$ cat src/rtl/vga_scan_timing.sv
// ---------------------------------------------------------------------------
// vga_scan_timing
//
// 640x480@60 Hz VGA raster generator running from the 50 MHz system clock.
// A clock divider produces a one-clk pixel strobe; horizontal and vertical
// counters advance on that strobe, and every video output is a registered
// decode of the counters' next values. The outputs therefore always describe
// the current counter position. There is no input-to-output combinational
// path.
//
// Ports:
//   clk         system clock (50 MHz)
//   reset       synchronous, active-high reset
//   pix_tick    one-clk pulse; counters advance on the edge that ends it
//   x[9:0]      visible pixel column (0 outside the active region)
//   y[8:0]      visible pixel row (0 outside the active region)
//   blank_n     1 inside the active video region
//   hsync_n     horizontal sync, active low
//   vsync_n     vertical sync, active low (asserted across whole lines)
//   frame_done  one-clk pulse when the raster wraps from the last pixel of
//               the last line back to (0,0)
// ---------------------------------------------------------------------------
module vga_scan_timing #(
    parameter int CLK_DIV   = 2,
    parameter int H_VISIBLE = 640,
    parameter int H_FRONT   = 16,
    parameter int H_SYNC    = 96,
    parameter int H_BACK    = 48,
    parameter int V_VISIBLE = 480,
    parameter int V_FRONT   = 10,
    parameter int V_SYNC    = 2,
    parameter int V_BACK    = 33
) (
    input  logic       clk,
    input  logic       reset,
    output logic       pix_tick,
    output logic [9:0] x,
    output logic [8:0] y,
    output logic       blank_n,
    output logic       hsync_n,
    output logic       vsync_n,
    output logic       frame_done
);

    localparam int H_TOTAL = H_VISIBLE + H_FRONT + H_SYNC + H_BACK;
    localparam int V_TOTAL = V_VISIBLE + V_FRONT + V_SYNC + V_BACK;

    localparam logic [3:0] DIV_LAST = 4'(CLK_DIV - 1);
    localparam logic [9:0] H_LAST   = 10'(H_TOTAL - 1);
    localparam logic [9:0] V_LAST   = 10'(V_TOTAL - 1);
    localparam logic [9:0] H_VIS    = 10'(H_VISIBLE);
    localparam logic [9:0] V_VIS    = 10'(V_VISIBLE);
    localparam logic [9:0] HS_START = 10'(H_VISIBLE + H_FRONT);
    localparam logic [9:0] HS_END   = 10'(H_VISIBLE + H_FRONT + H_SYNC);
    localparam logic [9:0] VS_START = 10'(V_VISIBLE + V_FRONT);
    localparam logic [9:0] VS_END   = 10'(V_VISIBLE + V_FRONT + V_SYNC);

    logic [3:0] div_cnt;
    logic [9:0] hcount;
    logic [9:0] vcount;
    logic [9:0] hcount_nxt;
    logic [9:0] vcount_nxt;
    logic       h_wrap;
    logic       v_wrap;

    // Next raster position. Outputs are decoded from these values so they
    // change on the same edge as the counters themselves.
    always_comb begin
        // NOTE: every signal gets a default first so no path leaves it
        // unassigned, which would otherwise infer a latch.
        hcount_nxt = hcount;
        vcount_nxt = vcount;
        h_wrap     = (hcount == H_LAST);
        v_wrap     = (vcount == V_LAST);
        if (pix_tick) begin
            if (h_wrap) begin
                hcount_nxt = '0;
                vcount_nxt = v_wrap ? '0 : vcount + 10'd1;
            end else begin
                hcount_nxt = hcount + 10'd1;
            end
        end
    end

    always_ff @(posedge clk) begin
        // NOTE: sequential state uses non-blocking assignments so every
        // register samples pre-edge values regardless of statement order.
        if (reset) begin
            div_cnt    <= '0;
            pix_tick   <= 1'b0;
            hcount     <= '0;
            vcount     <= '0;
            x          <= '0;
            y          <= '0;
            blank_n    <= 1'b1;
            hsync_n    <= 1'b1;
            vsync_n    <= 1'b1;
            frame_done <= 1'b0;
        end else begin
            div_cnt  <= (div_cnt == DIV_LAST) ? 4'd0 : div_cnt + 4'd1;
            pix_tick <= (div_cnt == DIV_LAST);
            hcount   <= hcount_nxt;
            vcount   <= vcount_nxt;

            blank_n  <= (hcount_nxt < H_VIS) && (vcount_nxt < V_VIS);
            x        <= (hcount_nxt < H_VIS) ? hcount_nxt : 10'd0;
            y        <= (vcount_nxt < V_VIS) ? vcount_nxt[8:0] : 9'd0;
            hsync_n  <= !((hcount_nxt >= HS_START) && (hcount_nxt < HS_END));
            vsync_n  <= !((vcount_nxt >= VS_START) && (vcount_nxt < VS_END));

            // Only the tick that wraps the last pixel of the last line.
            frame_done <= pix_tick && h_wrap && v_wrap;
        end
    end

endmodule
$ cat config.mk
export PLATFORM = sky130hd
export DESIGN_NAME = vga_scan_timing
export DESIGN_NICKNAME = d
export VERILOG_FILES = /design/src/rtl/vga_scan_timing.sv
export SDC_FILE = /design/constraint.sdc
export NUM_CORES = 1
export LEC_CHECK = 0
export CAP_MARGIN = 20
export CORE_MARGIN = 5
export CORE_UTILIZATION = 50
export DETAILED_ROUTE_END_ITERATION = 10
export DONT_BUFFER_PORTS = 1
export PLACE_DENSITY = 0.7
export SLEW_MARGIN = 25
export SYNTH_ARGS = -nofsm -noshare
export SYNTH_HDL_FRONTEND = slang
export SYNTH_SLANG_ARGS = --single-unit
$ cat constraint.sdc
create_clock -name clk -period 3.3 [get_ports clk]
set_input_delay 0.66 -clock clk [delete_from_list [all_inputs] [get_ports clk]]
set_output_delay 0.66 -clock clk [all_outputs]
set_load 0.01 [all_outputs]
Yosys cells after proc, flatten, opt, wreduce, memory -nomap -nowiden
Index checks and enable logic that the tools add are counted.

operators by class
  add/sub/neg operators = 3
  order comparisons = 6
  equal/unequal tests = 3
  multiplexer cells = 5
  bitwise operators = 2
  reductions and logical operators = 10

operators with widths
  operator                                                                        number
  10-bit two-way mux                                                              5
  10-bit by 1-bit adder with 10-bit output (second input constant)                2
  10-bit == test (second input constant)                                          2
  10-bit less-than comparator (second input constant)                             2
  10-bit by 9-bit less-than comparator with 1-bit output (second input constant)  2
  10-bit >= comparator (second input constant)                                    1
  10-bit by 9-bit >= comparator with 1-bit output (second input constant)         1
  2-bit OR reduction                                                              3
  1-bit logical AND                                                               5
  4-bit by 1-bit adder with 4-bit output (second input constant)                  1
  4-bit by 1-bit == test with 1-bit output (second input constant)                1
  1-bit zero test                                                                 2
  1-bit NOT                                                                       2

storage, ports and cells
  register bits after elaboration = 48
  bits of input ports = 2

Longest topological paths before layout
Gate-level depths: netlist (run 1).

  depth in word-level cells = 7
  depth in mapped cells = 8

Worst setup path before layout (run 1)
OpenSTA, ideal clock, no wires.

  path type = register to register
  start point = register pix_tick
  end point = register y[0]
  library setup time = 144 ps
  arrival = 2614 ps
  required time = 3156 ps
  path slack = 542 ps
  stages on the path, launching flop included = 9
  buffers on the path = 2
  clock period less this slack = 2758 ps
  cells stage by stage = dfxtp_1 > buf_2 > nand4_4 > or4_1 > buf_2 > or4_4 > xnor2_4 > o31ai_2 > nor3_1

between the ends
  longest elaborated chain between the ends = 4

ends and longest elaborated chain
  item                                                    line  RTL
  from (decl)                                             36    output logic pix_tick,
  from (signal assigned)                                  101   pix_tick <= (div_cnt == DIV_LAST);
  10-bit two-way mux (*)                                  75    if (pix_tick) begin
  10-bit by 9-bit less-than comparator with 1-bit output  107   y <= (vcount_nxt < V_VIS) ? vcount_nxt[8:0] : 9'd0;
  1-bit NOT (no source line)                              -
  2-bit OR reduction (no source line)                     -
  to (signal assigned)                                    107
  to (decl)                                               38    output logic [8:0] y,

Mark *: on every way between the ends. The rest lies on a longest branch, timed or not.
A chain may end at the register's enable or synchronous reset.

Final worst setup path (run 1)
  start point = register hcount[0]
  end point = register blank_n

between the ends
  longest elaborated chain between the ends = 5
  elaborated cells between the ends (all ways) = 9
  classes of those cells = 1 x add/sub; 2 x order compare; 1 x eq/ne; 4 x mux; 1 x reduce/logical

ends and longest elaborated chain
  item                                                                                                   line    RTL
  from (decl)                                                                                            59      logic [9:0] hcount;
  from (signal assigned)                                                                                 102     hcount <= hcount_nxt;
  10-bit by 1-bit adder with 10-bit output or 10-bit == test (tied branches)                             80, 73
  10-bit two-way mux                                                                                     76      if (h_wrap) begin
  10-bit two-way mux                                                                                     75
  10-bit less-than comparator or 10-bit by 9-bit less-than comparator with 1-bit output (tied branches)  105     blank_n <= (hcount_nxt < H_VIS) && (vcount_nxt < V_VIS);
  1-bit logical AND (*)                                                                                  105
  to (signal assigned)                                                                                   105
  to (decl)                                                                                              39      output logic blank_n,

Marked as above.

==> results of run 1 <==
==> sequential cells by signal, indices dropped and copies added, names as in the netlist <==
| signal | cells |
|---|---|
| pix_tick | 1 |
| frame_done | 1 |
| y | 9 |
| blank_n | 1 |
| hsync_n | 1 |
| vcount | 10 |
| hcount | 10 |
| vsync_n | 1 |
| div_cnt | 4 |
| x | 10 |
==> power breakdown <==
group / leakage (uW) / internal, uW / total [uW] / switching, uW
combinational: 0.000312 / 12.5 / 28.9 / 16.4
sequential: 0.000387 / 589 / 599 / 10.5
clock: 0.0000510 / 167 / 351 / 183
==> cell usage after synthesis <==
library cell / instances
a211oi_2: 1
a21o_1: 2
a21oi_1: 6
a31o_2: 1
a31oi_1: 1
a41oi_1: 1
and2_1: 1
and3_1: 1
and4b_1: 1
buf_1: 1
buf_2: 2
clkbuf_1: 5
dfxtp_1: 48
ha_1: 5
inv_1: 7
mux2i_1: 2
nand2_1: 8
nand2b_1: 5
nand3_1: 4
nand3b_1: 2
nand4_1: 7
nand4_4: 1
nor2_1: 21
nor2b_1: 5
nor3_1: 25
nor4_1: 4
o211ai_1: 3
o21ai_0: 4
o21bai_1: 1
o311ai_0: 1
o31a_1: 1
o31ai_1: 1
o31ai_2: 1
or2_2: 1
or3_1: 3
or4_1: 2
or4_4: 1
xnor2_1: 5
xnor2_4: 1
xor2_1: 6
==> worst max path at each step <==
stage	from	endpoint	slack [ns]	depth (start not counted)
final	hcount[0]	blank_n	0.49	8
after global routing	hcount[0]	blank_n	0.35	8
after CTS	hcount[0]	blank_n	0.51	8
after detailed placement	hcount[0]	blank_n	0.53	8
after global placement	hcount[0]	blank_n	0.61	8
after floorplan	pix_tick	y[0]	0.54	8
==> logic make-up after synthesis <==
family                     Yosys count  share of synthesized area (%)
AOI/OAI and AO/OA                   24                           8.93
xor gates and xnor gates            12                           6.55
adders and majority gates            5                           3.31
buffers and inverters               15                           3.11
DFF                                 48                           50.8
muxes                                2                           1.06
and+or+nand+nor                     92                           26.2
==> final cells by class <==
class | count | area, sq um
Clock inverter | 2 | 10.0
Sequential cell | 48 | 961
Clock buffer | 6 | 82.6
Tap cell | 48 | 60.1
Timing Repair Buffer | 5 | 37.5
Inverter | 7 | 26.3
Fill cell | 322 | 1610
Multi-Input combinational cell | 135 | 871
==> through the flow <==
| stage | area, sq um | hold WS [ns] | setup WS (ns) | util, % | power [uW] |
|---|---|---|---|---|---|
| CTS | 2050 | 0.414 | 0.508 | 55.9 | 989 |
| global placement | 1960 | 0.435 | 0.613 | 53.4 | 639 |
| finish | 2050 | 0.426 | 0.492 | 55.9 | 979 |
| global route | 2050 | 0.407 | 0.348 | 55.9 | 1020 |
| detailed placement | 1960 | 0.450 | 0.531 | 53.4 | 643 |
| floorplan | 1890 | 0.402 | 0.542 | - | 639 |
==> critical path, delay by kind of cell, from the launching register on <==
| kind | cells | cell delay [ns] |
|---|---|---|
| xor+xnor | 1 | 0.17 |
| flops | 1 | 0.40 |
| compound gates | 2 | 0.33 |
| fa+ha+maj | 1 | 0.22 |
| simple gates | 2 | 1.26 |
| buf+inv | 2 | 0.29 |
==> per-layer routing <==
metal  up-vias  GRT usage (%)  wire, um
met3         9           6.03       297
met1       646           18.5      1570
met4         0           6.89        83
li1        704              -         -
met2        49           24.7      1810
met5         -              0         0
==> impl_metrics.ini, run 1 <==
[status]
status = complete, no violations

[synth]
seq_area_frac_synth_pct = 50.8
avgSynthCellArea_sq_um = 9.55
syn_nets = 205
synth-seq-cells = 48
syn_area_sq_mm = 0.00189
yosys_warnings = 0
syn_inst = 198
synth_top_area_cell = dfxtp_1
ys_top_cells_by_area = dfxtp_1 51%, nor3_1 6.6%, nor2_1 4.2%
yosysTopAreaCellShare_pct = 50.8
ys_types = 40

[detailed_routing]
drtPass1Iterations = 4
viasPerCell = 5.61
remaining_drc_errors = 0
routedWlPerCell_um = 15.0
drt_iter0_drc = 123
vias = 1408
drtAntennaViolNets = 0
wl_um = 3760

[floorplan]
core_sq_mm = 0.00366
die-area_sq_mm = 0.00511
start_util_pct = 51.6
rows = 22
die_height_um = 71.5
die_w_um = 71.5
ioPinCount = 26

[final_layout]
drive_gt1_share_pct = 9.85
synthToLayoutAreaGrowth_pct = 8.34
num_antenna_cells = 0
nets = 209
layout_common_cells = 48 x dfxtp_1, 25 x nor3_1, 21 x nor2_1, 8 x nand2_1
final_cells = 251
mostFrequentLayoutCell = dfxtp_1

[global_route]
grt_pass1_wl_um = 6330
grt_max_degree = 31
track_usage_pct = 15.5
overflow = 0
grt_pass1_vias = 1366
antenna_found_initial = 0

[clock_tree]
clk_latency_ns = 0.30
cts_buffer_depth = 2
cts_tree = yes
post_cts.repair.setup_buffers = 0
cts_hold_buf = 0
root_buffer = clkbuf_8
clk_pin_slew_ns = 0.08
post_cts_resized = 0
ctsHtreeMaxLevel = 2
clock-sinks = 48
cts_made_buffers = 5

[sta]
tns_ns = 0
period_needed_ns = 2.81
slew_headroom_pct = 54.8
rsz0062_at_grt = false
slew_violations = 0
setup_viol = 0
final.period_utilization_pct = 85.1
fmax_mhz = 356
fin_worst_skew_ns = 0.00597
max_slew.worst_pin.slew_ns = 0.672
hold_viol = 0

[worst_setup_path]
crit_type = reg2reg
reg2reg_to = blank_n
worst_path_largest_cell_delay_ns = 0.69
reg2reg_depth = 8
crit_fanout = 9
reg2reg_from = hcount[0]
worstPathRequired_ns = 3.47
end_kind = register
crit_slowest_cell = or4_1
crit_path_start_kind = register
rrSetupSlack_ns = 0.49
worstPathArrival_ns = 2.98
crit_chain = ha_1, inv_1, or4_1, or4_4, xnor2_4, o31ai_2, buf_4, o21bai_1

[power_and_ir_drop]
ir_worst_vdd_v = 0.000225
powerDensity_mw_per_mm2 = 478
p_leak_uw = 0.000751

[min_path]
min_path_type = in2reg
hp-start = reset
hold_depth = 1
whs_endpoint = div_cnt[2]

[placed_design]
portBuffers = 0
place_congestion = 0.923
dp.cells = 243
dpl.hpwl_um = 2750

[job]
maxCapViolCount = 0
Power figures use the tool's default switching activity.
==> inputs of run 2 (changes only) <==
--- a/config.mk
+++ b/config.mk
@@ -7,10 +7,11 @@
 export LEC_CHECK = 0
 export CAP_MARGIN = 20
 export CORE_MARGIN = 5
-export CORE_UTILIZATION = 50
+export CORE_UTILIZATION = 45
 export DETAILED_ROUTE_END_ITERATION = 10
 export DONT_BUFFER_PORTS = 1
-export PLACE_DENSITY = 0.7
+export PLACE_DENSITY = 0.65
+export REMOVE_ABC_BUFFERS = 1
 export SLEW_MARGIN = 25
 export SYNTH_ARGS = -nofsm -noshare
 export SYNTH_HDL_FRONTEND = slang
==> run 2 against run 1 <==
Net effect: core utilization down 4.7 points; die area is 9.5% higher; combinational power grew 3%; non-clock buffer count unchanged; clock power grew 15%; critical endpoint unchanged; largest cell class unchanged; clock skew fell by 0.0022 ns; global-route usage shrank 0.82 points.
==> impl_metrics.ini, run 2 (synthesized netlist as in run 1, its figures left out) <==
[power_and_ir_drop]
totalPowerFinal_uw = 1030
ir_worst_vdd_v = 0.000253
p_leak_uw = 0.000755
powerDensity_mw_per_mm2 = 499

[sta]
hold_viol = 0
rsz0062_at_grt = false
fmax_mhz = 359
tns_ns = 0
period_needed_ns = 2.79
slew_headroom_pct = 54.8
final.period_utilization_pct = 84.5
fin_worst_skew_ns = 0.00377
setup_viol = 0
slew_violations = 0
max_slew.worst_pin.slew_ns = 0.678

[min_path]
min_path_type = in2reg

[placed_design]
dpl.hpwl_um = 2690
place_congestion = 0.868
portBuffers = 0

[global_route]
grt_pass1_vias = 1357
grt_pass1_wl_um = 6240
antenna_found_initial = 0
grt_max_degree = 31
overflow = 0
track_usage_pct = 14.7

[clock_tree]
clk_latency_ns = 0.29
cts_made_buffers = 5
post_cts.repair.setup_buffers = 0
post_cts_resized = 0
clk_pin_slew_ns = 0.08
ctsHtreeMaxLevel = 2
cts_buffer_depth = 2
root_buffer = clkbuf_8
cts_tree = yes
clock-sinks = 48
cts_hold_buf = 0

[worst_setup_path]
worstPathRequired_ns = 3.47
end_kind = register
crit_type = reg2reg
crit_path_start_kind = register
crit_fanout = 9
reg2reg_from = hcount[0]
reg2reg_depth = 8
worstPathArrival_ns = 2.95
cp-endpoint = blank_n
rrSetupSlack_ns = 0.51
reg2reg_to = blank_n
critical_path.startpoint = hcount[0]

[final_layout]
nets = 209
num_antenna_cells = 0
layout_common_cells = 48 x dfxtp_1, 25 x nor3_1, 21 x nor2_1, 8 x nand2_1
fill_cells = 377
ff_latch_area_sq_um = 961
multi_input_area_sq_um = 871
synthToLayoutAreaGrowth_pct = 9.27
drive_gt1_share_pct = 9.36
reg_top3 = hcount: 10 flops, vcount: 10 flops, x: 10 flops
mostFrequentLayoutCell = dfxtp_1

[detailed_routing]
wl_um = 3710
viasPerCell = 5.64
drtPass1Iterations = 4
vias = 1428
routedWlPerCell_um = 14.7
drtAntennaViolNets = 0
drt_iter0_drc = 172
remaining_drc_errors = 0

[floorplan]
rows = 23
ioPinCount = 26
die-area_sq_mm = 0.00560
core_sq_mm = 0.00403
die_height_um = 74.8
die_w_um = 74.8
start_util_pct = 46.9

[status]
status = complete, no violations

[job]
maxCapViolCount = 0
[run 2: cell types whose count changed in the layout (fill, tap and decap cells not counted), sizes merged]
cell	change
bufinv	+1
clkinv	-1
[run 2: stage by stage]
step                      worst slack [ns]  hold slack (ns)  utilization, %  cell area (sq um)  instances
after global routing                 0.355            0.401            51.3               2070        253
after global placement               0.591            0.442            48.6               1960        245
final                                0.513            0.431            51.3               2070        253
after CTS                            0.517            0.409            51.3               2070        253
after detailed placement             0.547            0.461            48.6               1960        245
after floorplan                      0.516            0.402               -               1860        190
[run 2: how the worst min path moves through the flow]
stage          startpoint  cells after the start   endpoint  slack (ns)
4_1_cts             reset                      1       y[7]        0.41
3_5_place_dp    hcount[9]                      1    hsync_n        0.46
2_1_floorplan   hcount[9]                      1    hsync_n        0.40
3_3_place_gp    hcount[9]                      1    hsync_n        0.44
5_1_grt             reset                      1       y[7]        0.40
6_report            reset                      1  vcount[2]        0.43
[run 2: final cells by class]
class / instances / share of cell area (%)
tap: 50 / 3.03
sequential: 48 / 46.5
clock inverter: 2 / 1.70
inverter: 7 / 1.27
multi-input combinational: 135 / 42.2
clock buffer: 6 / 3.51
timing repair buffer: 5 / 1.82
[run 2: routing by layer]
metal	vias to the layer above	global-route usage, %	part of all wire [%]
li1	703	-	-
met1	676	17.3	41
met2	41	24.0	50
met3	8	5.34	7.3
met4	0	6.52	2.0
met5	-	0	0
[run 2: worst max-delay path, cell delays in order, from the launching register on]
cell	delay, ns
dfxtp_1	0.40
ha_1	0.21
inv_1	0.10
or4_1	0.70
or4_4	0.58
xnor2_4	0.16
o31ai_2	0.26
buf_4	0.19
o21bai_1	0.06
[run 2: power by group]
part           internal, uW  switching [uW]  leakage (uW)
logic                  12.7            17.1      0.000312
registers               589            10.0      0.000387
clock network           225             177     0.0000552
